--- config.mk ---
export PLATFORM = sky130hd
export DESIGN_NAME = soc_trace_arbiter
export DESIGN_NICKNAME = d
export VERILOG_FILES = /design/src/rtl/soc_trace_arbiter_pkg.sv /design/src/rtl/soc_trace_rr_arbiter.sv /design/src/rtl/soc_trace_arbiter.sv
export SDC_FILE = /design/constraint.sdc
export NUM_CORES = 1
export LEC_CHECK = 0
export BUFFER_PORTS_ARGS = -buffer_cell sky130_fd_sc_hd__buf_4
export CAP_MARGIN = 20
export CORE_MARGIN = 2
export CORE_UTILIZATION = 30
export CTS_CLUSTER_DIAMETER = 50
export DETAILED_ROUTE_END_ITERATION = 10
export MAX_ROUTING_LAYER = met4
export PLACE_DENSITY = 0.58
export SETUP_SLACK_MARGIN = 0.1
export SLEW_MARGIN = 20
export SYNTH_ARGS = -nofsm -noshare
export SYNTH_HDL_FRONTEND = slang
export SYNTH_HIERARCHICAL = 1
export SYNTH_SLANG_ARGS = --single-unit
--- constraint.sdc ---
create_clock -name clk -period 10.3 [get_ports clk]
set_input_delay 2.06 -clock clk [delete_from_list [all_inputs] [get_ports clk]]
set_output_delay 2.06 -clock clk [all_outputs]
set_load 0.1 [all_outputs]
--- src/rtl/soc_trace_arbiter_pkg.sv ---
// soc_trace_arbiter_pkg: trace record type and field widths for soc_trace_arbiter.
// The timestamp field exists only when SOC_TRACE_ARBITER_TIMESTAMP_EN is defined.
package soc_trace_arbiter_pkg;
    localparam int PC_W    = 32;
    localparam int INSN_W  = 32;
    localparam int WBREG_W = 5;
    localparam int DATA_W  = 32;
    localparam int TS_W    = 32;
    typedef struct packed {
        logic [PC_W-1:0]    pc;
        logic [INSN_W-1:0]  insn;
        logic               wben;
        logic [WBREG_W-1:0] wbreg;
        logic [DATA_W-1:0]  wbdata;
`ifdef SOC_TRACE_ARBITER_TIMESTAMP_EN
        logic [TS_W-1:0]    timestamp;
`endif
    } trace_rec_t;
endpackage

--- src/rtl/soc_trace_rr_arbiter.sv ---
// soc_trace_rr_arbiter: combinational round-robin pick of the first request after i_last.
module soc_trace_rr_arbiter #(
    parameter int N    = 4,
    parameter int ID_W = 2
) (
    input  logic [N-1:0]    i_req,
    input  logic [ID_W-1:0] i_last,
    output logic [N-1:0]    o_gnt,
    output logic [ID_W-1:0] o_idx
);
    logic [ID_W-1:0] w_j;
    logic            w_found;
    always_comb begin
        o_gnt   = '0;
        o_idx   = '0;
        w_found = 1'b0;
        w_j     = '0;
        for (int k = 1; k <= N; k++) begin
            w_j = ID_W'((int'(i_last) + k) % N);
            if (!w_found && i_req[w_j]) begin
                w_found    = 1'b1;
                o_gnt[w_j] = 1'b1;
                o_idx      = w_j;
            end
        end
    end
endmodule

--- src/rtl/soc_trace_arbiter.sv ---
// soc_trace_arbiter: merges per-core retire traces into one stream via one-entry slots and round-robin.
// Define SOC_TRACE_ARBITER_TIMESTAMP_EN to add a cycle-counter timestamp port (out_timestamp_o).
module soc_trace_arbiter
    import soc_trace_arbiter_pkg::*;
#(
    parameter int NUM_CORES  = 4,
    parameter int DROP_CNT_W = 16,
    localparam int CORE_ID_W = (NUM_CORES > 1) ? $clog2(NUM_CORES) : 1
) (
    input  logic                        clk,
    input  logic                        rst,
    input  logic [NUM_CORES-1:0]        trace_valid_i,
    input  logic [NUM_CORES*PC_W-1:0]   trace_pc_i,
    input  logic [NUM_CORES*INSN_W-1:0] trace_insn_i,
    input  logic [NUM_CORES-1:0]        trace_wben_i,
    input  logic [NUM_CORES*WBREG_W-1:0] trace_wbreg_i,
    input  logic [NUM_CORES*DATA_W-1:0] trace_wbdata_i,
    output logic                        out_valid_o,
    input  logic                        out_ready_i,
    output logic [CORE_ID_W-1:0]        out_core_o,
    output logic [PC_W-1:0]             out_pc_o,
    output logic [INSN_W-1:0]           out_insn_o,
    output logic [DATA_W-1:0]           out_wbdata_o,
    output logic                        out_wben_o,
    output logic [WBREG_W-1:0]          out_wbreg_o,
    output logic [DROP_CNT_W-1:0]       drop_cnt_o
`ifdef SOC_TRACE_ARBITER_TIMESTAMP_EN
    ,output logic [TS_W-1:0]            out_timestamp_o
`endif
);
    trace_rec_t            r_slot [NUM_CORES];
    trace_rec_t            w_in   [NUM_CORES];
    trace_rec_t            r_out;
    logic [NUM_CORES-1:0]  r_full, w_arb_gnt, w_gnt, w_drop;
    logic [CORE_ID_W-1:0]  r_last, r_out_core, w_idx;
    logic                  r_out_valid, w_take;
    logic [CORE_ID_W:0]    w_ndrop;
    logic [DROP_CNT_W:0]   w_sum;
    logic [DROP_CNT_W-1:0] r_drop;
`ifdef SOC_TRACE_ARBITER_TIMESTAMP_EN
    logic [TS_W-1:0]       r_ts;
    always_ff @(posedge clk) begin
        r_ts <= rst ? '0 : r_ts + 1'b1;
    end
    assign out_timestamp_o = r_out.timestamp;
`endif

    soc_trace_rr_arbiter #(.N(NUM_CORES), .ID_W(CORE_ID_W)) u_rr (
        .i_req  (r_full),
        .i_last (r_last),
        .o_gnt  (w_arb_gnt),
        .o_idx  (w_idx)
    );

    assign w_take = (|r_full) && (!r_out_valid || out_ready_i);
    assign w_gnt  = w_take ? w_arb_gnt : '0;
    // A slot granted this edge frees up in time to accept the new record.
    assign w_drop = trace_valid_i & r_full & ~w_gnt;
    assign w_sum  = {1'b0, r_drop} + (DROP_CNT_W+1)'(w_ndrop);

    always_comb begin
        w_ndrop = '0;
        for (int i = 0; i < NUM_CORES; i++) begin
            w_ndrop          = w_ndrop + (CORE_ID_W+1)'(w_drop[i]);
            w_in[i]          = '0;
            w_in[i].pc       = trace_pc_i[PC_W*i +: PC_W];
            w_in[i].insn     = trace_insn_i[INSN_W*i +: INSN_W];
            w_in[i].wben     = trace_wben_i[i];
            w_in[i].wbreg    = trace_wbreg_i[WBREG_W*i +: WBREG_W];
            w_in[i].wbdata   = trace_wbdata_i[DATA_W*i +: DATA_W];
`ifdef SOC_TRACE_ARBITER_TIMESTAMP_EN
            w_in[i].timestamp = r_ts;
`endif
        end
    end

    always_ff @(posedge clk) begin
        if (rst) begin
            r_full      <= '0;
            r_last      <= CORE_ID_W'(NUM_CORES - 1);
            r_out_valid <= 1'b0;
            r_out       <= '0;
            r_out_core  <= '0;
            r_drop      <= '0;
            for (int i = 0; i < NUM_CORES; i++) r_slot[i] <= '0;
        end else begin
            for (int i = 0; i < NUM_CORES; i++) begin
                if (trace_valid_i[i] && (!r_full[i] || w_gnt[i])) begin
                    r_full[i] <= 1'b1;
                    r_slot[i] <= w_in[i];
                end else if (w_gnt[i]) begin
                    r_full[i] <= 1'b0;
                end
            end
            if (w_take) begin
                r_out_valid <= 1'b1;
                r_out       <= r_slot[w_idx];
                r_out_core  <= w_idx;
                r_last      <= w_idx;
            end else if (out_ready_i) begin
                r_out_valid <= 1'b0;
            end
            r_drop <= w_sum[DROP_CNT_W] ? '1 : w_sum[DROP_CNT_W-1:0];
        end
    end

    assign out_valid_o  = r_out_valid;
    assign out_core_o   = r_out_core;
    assign out_pc_o     = r_out.pc;
    assign out_insn_o   = r_out.insn;
    assign out_wben_o   = r_out.wben;
    assign out_wbreg_o  = r_out.wbreg;
    assign out_wbdata_o = r_out.wbdata;
    assign drop_cnt_o   = r_drop;
endmodule
== Word level (Yosys, flattened, before mapping) ==
Memory sizes are Yosys's and may differ from the RTL's. A register that Yosys moved wholly into a read port is not among the register bits.
Index checks and enable logic that the tools add are counted.

* $add $sub $neg: 8
* Magnitude comparators: 8
* Reduce and logical (&&, ||, !) cells: 31
* Bitwise logic cells: 10
* Multiplexer cells: 57

{| class="wikitable"
|+ Operator list
! operator !! number
|-
| 102-bit two-way mux || 4
|-
| 1-bit two-way mux || 35
|-
| 4-bit two-way mux || 5
|-
| 16-bit by 3-bit adder with 17-bit output || 1
|-
| 16-bit two-way mux || 1
|-
| 1-bit logical AND || 12
|-
| 2-bit by 3-bit less-than comparator with 1-bit output, second input constant || 4
|-
| 4-bit bitwise OR || 3
|-
| 2-bit nonzero test || 5
|-
| 4-bit AND || 2
|-
| 1-bit binary-select mux with 2-bit select || 4
|-
| 1-bit demux with 2-bit select || 4
|-
| 2-bit by 1-bit >= comparator with 1-bit output, second input constant || 4
|-
| 1-bit logical NOT || 8
|-
| 2-bit two-way mux || 4
|-
| 1-bit logical OR || 5
|-
| 2-bit by 1-bit adder with 2-bit output, second input constant || 2
|-
| 2-bit adder, second input constant || 2
|-
| 4-bit inverter || 1
|-
| 1-bit bitwise OR || 4
|-
| 4-bit OR reduction || 1
|-
| 2-bit by 1-bit adder with 3-bit output || 1
|-
| 3-bit by 1-bit adder with 3-bit output || 1
|-
| 1-bit by 1-bit adder with 2-bit output || 1
|}

* Bits in registers: 25
* Memories: 1
* Word-level logic and storage cells: 123
* Bits in writable memories: 408
* Input port bits: 415

{| class="wikitable"
|+ Memories
! name !! words !! bits a word !! read ports !! clocked after Yosys merged registers in !! write ports !! line !! text
|-
| r_slot || 4 || 102 || 1 || 1 || 4 || soc_trace_arbiter.sv:31 || <nowiki>trace_rec_t r_slot [NUM_CORES];</nowiki>
|}

== Logic depth before layout (Yosys ltp) ==
* Depth in word-level cells: 21
* Gate-level depth with buffers: 20
* Gate-level depth less buffers: 16

== Cells and area by module ==
Netlist, hierarchy kept.

{| class="wikitable"
|+ By module, submodules not included
! module !! times used !! cells each !! area each (um2)
|-
| soc_trace_arbiter || 1 || 1567 || 22185.0
|-
| soc_trace_rr_arbiter || 1 || 68 || 545.5
|}

== Worst setup path before layout ==
OpenSTA, ideal clock, no wires.

* Kind: input port to flip-flop
* Start: input port out_ready_i
* End: memory r_slot[0][0] (netlist bit) (enable)
* Data required time: 9.716 ns
* Slack: 2.654 ns
* Stages: 3
* Library setup time: 0.584 ns
* Arrival time: 7.062 ns
* Cell sequence: nand2b_2 a21boi_2 o21bai_1

{| class="wikitable"
|+ RTL lines
! what !! line !! text
|-
| start, declared || soc_trace_arbiter.sv:19 || <nowiki>input logic out_ready_i,</nowiki>
|-
| end, declared || soc_trace_arbiter.sv:31 ||
|}

== Worst setup path in the final report ==
* Start: register r_last[0]
* End: register r_drop[2] (netlist: drop_cnt_o[2])

* Word-level cells in the longest chain between the ends: 21
* Elaborated cells on any way between the ends: 56
* Those cells by class: add/sub (8); order compare (8); mux (25); bitwise (5); reduce/logical (10)

{| class="wikitable"
|+ Ends and longest elaborated chain
! what !! line !! text
|-
| start, declared || soc_trace_arbiter.sv:35 || <nowiki>logic [CORE_ID_W-1:0] r_last, r_out_core, w_idx;</nowiki>
|-
| start signal, assigned || soc_trace_arbiter.sv:80 || <nowiki>r_last <= CORE_ID_W'(NUM_CORES - 1);</nowiki>
|-
| start signal, assigned || soc_trace_arbiter.sv:99 || <nowiki>r_last <= w_idx;</nowiki>
|-
| branches (longest 12 deep; another with 2-bit by 3-bit less-than comparator with 1-bit output) || -- ||
|-
| 4-bit two-way mux * || soc_trace_rr_arbiter.sv:20 || <nowiki>if (!w_found && i_req[w_j]) begin</nowiki>
|-
| via w_arb_gnt[0] || soc_trace_arbiter.sv:34 || <nowiki>logic [NUM_CORES-1:0] r_full, w_arb_gnt, w_gnt, w_drop;</nowiki>
|-
| 4-bit two-way mux * || soc_trace_arbiter.sv:56 || <nowiki>assign w_gnt = w_take ? w_arb_gnt : '0;</nowiki>
|-
| 4-bit inverter * || soc_trace_arbiter.sv:58 || <nowiki>assign w_drop = trace_valid_i & r_full & ~w_gnt;</nowiki>
|-
| 4-bit AND * || soc_trace_arbiter.sv:58 ||
|-
| 1-bit by 1-bit adder with 2-bit output * || soc_trace_arbiter.sv:64 || <nowiki>w_ndrop = w_ndrop + (CORE_ID_W+1)'(w_drop[i]);</nowiki>
|-
| 2-bit by 1-bit adder with 3-bit output * || soc_trace_arbiter.sv:64 ||
|-
| 3-bit by 1-bit adder with 3-bit output * || soc_trace_arbiter.sv:64 ||
|-
| 16-bit by 3-bit adder with 17-bit output * || soc_trace_arbiter.sv:59 || <nowiki>assign w_sum = {1'b0, r_drop} + (DROP_CNT_W+1)'(w_ndrop);</nowiki>
|-
| 16-bit two-way mux * || soc_trace_arbiter.sv:103 || <nowiki>r_drop <= w_sum[DROP_CNT_W] ? '1 : w_sum[DROP_CNT_W-1:0];</nowiki>
|-
| end signal, assigned || soc_trace_arbiter.sv:103 ||
|-
| end, declared || soc_trace_arbiter.sv:39 || <nowiki>logic [DROP_CNT_W-1:0] r_drop;</nowiki>
|}

Mark *: on every way through the listed nets, which the timed path passes. The select of a mux whose other input is x is not followed.
A chain may end at the register's enable or synchronous reset.

==> out/qor.txt <==
Gate Count Post-Synth = 1635
Finished Core Util = 40.2%
Post CTS Setup Buffer Count = 0
# hold bufs at CTS = 0
reg-to-reg endpoint = drop_cnt_o[2]
pwr/cell area = 229 nW/um^2
sequential power share = 39.3%
Root Driver = clkbuf_16
Ys Warns = 6
Detail Placement HPWL = 43900 microns
Compound-Gate Fraction of Synth Area = 4.19%
r2r setup slk = 4860 ps
Worst Path Required = 10820 ps
Buffers on Ports = 535
Post-synth EDFFs = 408
clock power share = 36.9%
largest family of logic cells by synthesized area = simple AND/OR/NAND/NOR gates
Residual DRC = 0
startpoint types = register
MaxCap Viol Count = 0
sequential fraction of the synthesis area = 65.1%
PnR Total Power = 6.88 mW
Post-Layout Cell Count = 3185
core region area = 74700 sq um
Max H-tree Level = 3
row cnt = 100
Net Sw Frac = 31.6%
Fillers = 7018
tightest hold margin = 453 ps
sw power = 2.18 mW
die height = 279 microns
Congestion Overflow GR = 0
min cycle time layout = 5440 ps
RSZ-0062 raised after global routing = no
worst reg2reg path startpoint = r_last[0]
Top FF cell, synth = edfxtp_1
wire per inst = 22.1 microns
Final period util = 52.8%
cell taking the most area after synthesis = edfxtp_1
CP endpoint = drop_cnt_o[2]
Synth area leaders = edfxtp_1, and2_1, dfxtp_1
total I/O pin count = 536
area of the multi-input gates = 7370 sq um
dominant cell by count in the synthesized netlist = and2_1
Comb power frac = 23.7%
vias in the first global route = 16200
Worst VDD drop = 0.0921 mV
initial antenna violation count = 6
Mapped Area = 22700 sq um
GRT Overall Usage = 18.3%
Slew headroom = 26.6%
endpoints failing hold = 0
final setup fails = 0
Starting Density = 30.4%
Slew Viols, Final = 0
mux share of post-synthesis cell area = 10.4%
syn avg cell area = 13.9 sq um
first-pass GRT wire length = 102000 microns
placer congestion estimate = 0.810
critical path arrival = 5960 ps
#FFs+latches synth = 535
CTS tree = built
die width = 279 microns
register area = 14800 sq um
CTS Buffer Depth = 3
xor-xnor portion of the synthesized cell area = 0.308%
post-synthesis async set-or-reset flop share = 0%
Post-Synth Adder-Cell Area = 0.760%
critical-path maximum fanout = 20
Synth top area share = 53.9%
Setup CP Type = register to register
synthesis-to-finish area growth = 32.3%
Commonest cells post-synth = and2_1, edfxtp_1, nand2_1
internal power = 4.71 mW
CP startpoint = r_last[0]
CTS sink count = 535
maximum clock rate = 184 MHz
Nets = 2580
final antenna-violating net count = 0
share of layout cells above drive strength 1 = 36.2%
synth unique cells = 57
largest net degree at the start of global routing = 81
Synthesized Nets = 2062
Post-Synth Simple-Gate Area = 16.3%
DRT iter0 DRCs = 907
cell total after placement = 3050
status = complete, no violations
Leak = 12.0 nW
total CTS buffers = 70
Vias = 15200
total negative setup slack = 0 ps
vias per cell = 4.77
clk slew on worst S/H paths = 50 ps
FF-to-FF path depth = 16
Resize count post-CTS = 0
die area = 78000 sq um
Hold Crit Class = register to register
CP Capture Type = register
DRT Pass-1 Iters = 5
Routed WL = 70400 microns
Worst-Margin Slew = 1100 ps
Skew-Pair Late Insertion Delay = 610 ps
Setup Skew = 19.5 ps
==> per-layer routing <==
metal | GRT usage, % | wire length (microns)
met1 | 21.5 | 28100
met3 | 4.77 | 5400
met2 | 30.3 | 34900
met5 | - | 0
met4 | 6.12 | 2100
==> per-stage QoR <==
step | cell area (sq um) | setup WS [ps]
finish | 30100 | 4860
global route | 30100 | 4410
CTS | 30100 | 4870
detailed placement | 27600 | 4830
global placement | 27600 | 4900
floorplan | 22700 | 2650
==> layout by cell type, fill, tap and decap left out, types with 3 or more instances in the layout <==
cell        netlist  routed
a21boi_2          4       4
a21oi_1         120     118
a221o_2           4       4
a22oi_1           3       3
a31oi_1           3       3
and2_1          409     409
and4_1            3       3
buf_4             7     558
bufinv_16         0       8
clkbuf_1         52      15
clkbuf_16         0      71
clkbuf_8          0       7
clkinv_1          0       4
clkinv_2          0       4
clkinvlp_4        0       3
dfxtp_1         127     127
diode_2           0       6
edfxtp_1        408     408
fa_1              3       3
ha_1              9       9
inv_1            14      14
inv_16            0       3
inv_6             0       9
inv_8             0       3
mux4_2          104     104
nand2_1         228     228
nand3_1           3       3
nand4_1           3       3
nor2_1           12      12
nor2b_1           5       5
nor3_1            5       3
nor3_4            0       3
o21ai_0          10      10
o21bai_4          0       4
xor2_1            7       7
==> registers in the layout (all words and copies together), names as in the netlist <==
register,flops
r_slot,408
out_insn_o,32
out_pc_o,32
out_wbdata_o,32
drop_cnt_o,16
out_wbreg_o,5
r_full,4
out_core_o,2
r_last,2
out_valid_o,1
out_wben_o,1
==> cell type report <==
| type | count | area share, % |
|---|---|---|
| Antenna cell | 6 | 0.0499 |
| Sequential cell | 535 | 49.2 |
| Multi-Input combinational cell | 973 | 24.5 |
| Inverter | 14 | 0.175 |
| Clock buffer | 93 | 6.42 |
| Clock inverter | 36 | 1.62 |
| Tap cell | 969 | 4.03 |
| Timing Repair Buffer | 559 | 14.0 |
==> cell families after synthesis <==
group,after synthesis
compound gates,163
xor+xnor,8
fa+ha+maj,12
buf+inv,127
flops,535
mux,106
simple gates,684
==> worst min-delay path by stage <==
stage / endpoint / cells past startpoint / from
floorplan: out_valid_o / 2 / r_full[1]
global placement: out_wbdata_o[7] / 2 / out_wbdata_o[7]
CTS: out_insn_o[5] / 2 / out_insn_o[5]
global route: out_wbdata_o[2] / 2 / out_wbdata_o[2]
detailed placement: out_insn_o[5] / 2 / out_insn_o[5]
finish: out_pc_o[20] / 2 / out_pc_o[20]
==> power groups by stage <==
| stage | combinational, mW | sequential [mW] | clock, mW |
|---|---|---|---|
| 3_3_place_gp | 1.64 | 2.74 | 0 |
| 2_1_floorplan | 0.685 | 3.25 | 0 |
| 3_5_place_dp | 1.65 | 2.75 | 0 |
| 4_1_cts | 1.66 | 2.71 | 2.60 |
| 6_report | 1.63 | 2.71 | 2.54 |
| 5_1_grt | 1.73 | 2.73 | 2.68 |
==> critical path: stages, from the launching register on <==
cell      delay [ps]
dfxtp_1          730
inv_1            230
ha_1             540
mux4_2           440
nand2_1          110
o21ai_0           90
a221o_2          310
a21boi_2         320
nand2_1          130
fa_1             500
fa_1             460
inv_1             80
fa_1             220
and4_1           350
and2_1           200
nand3_1          380
a21oi_1          270
(Power assumes the default switching activity.)
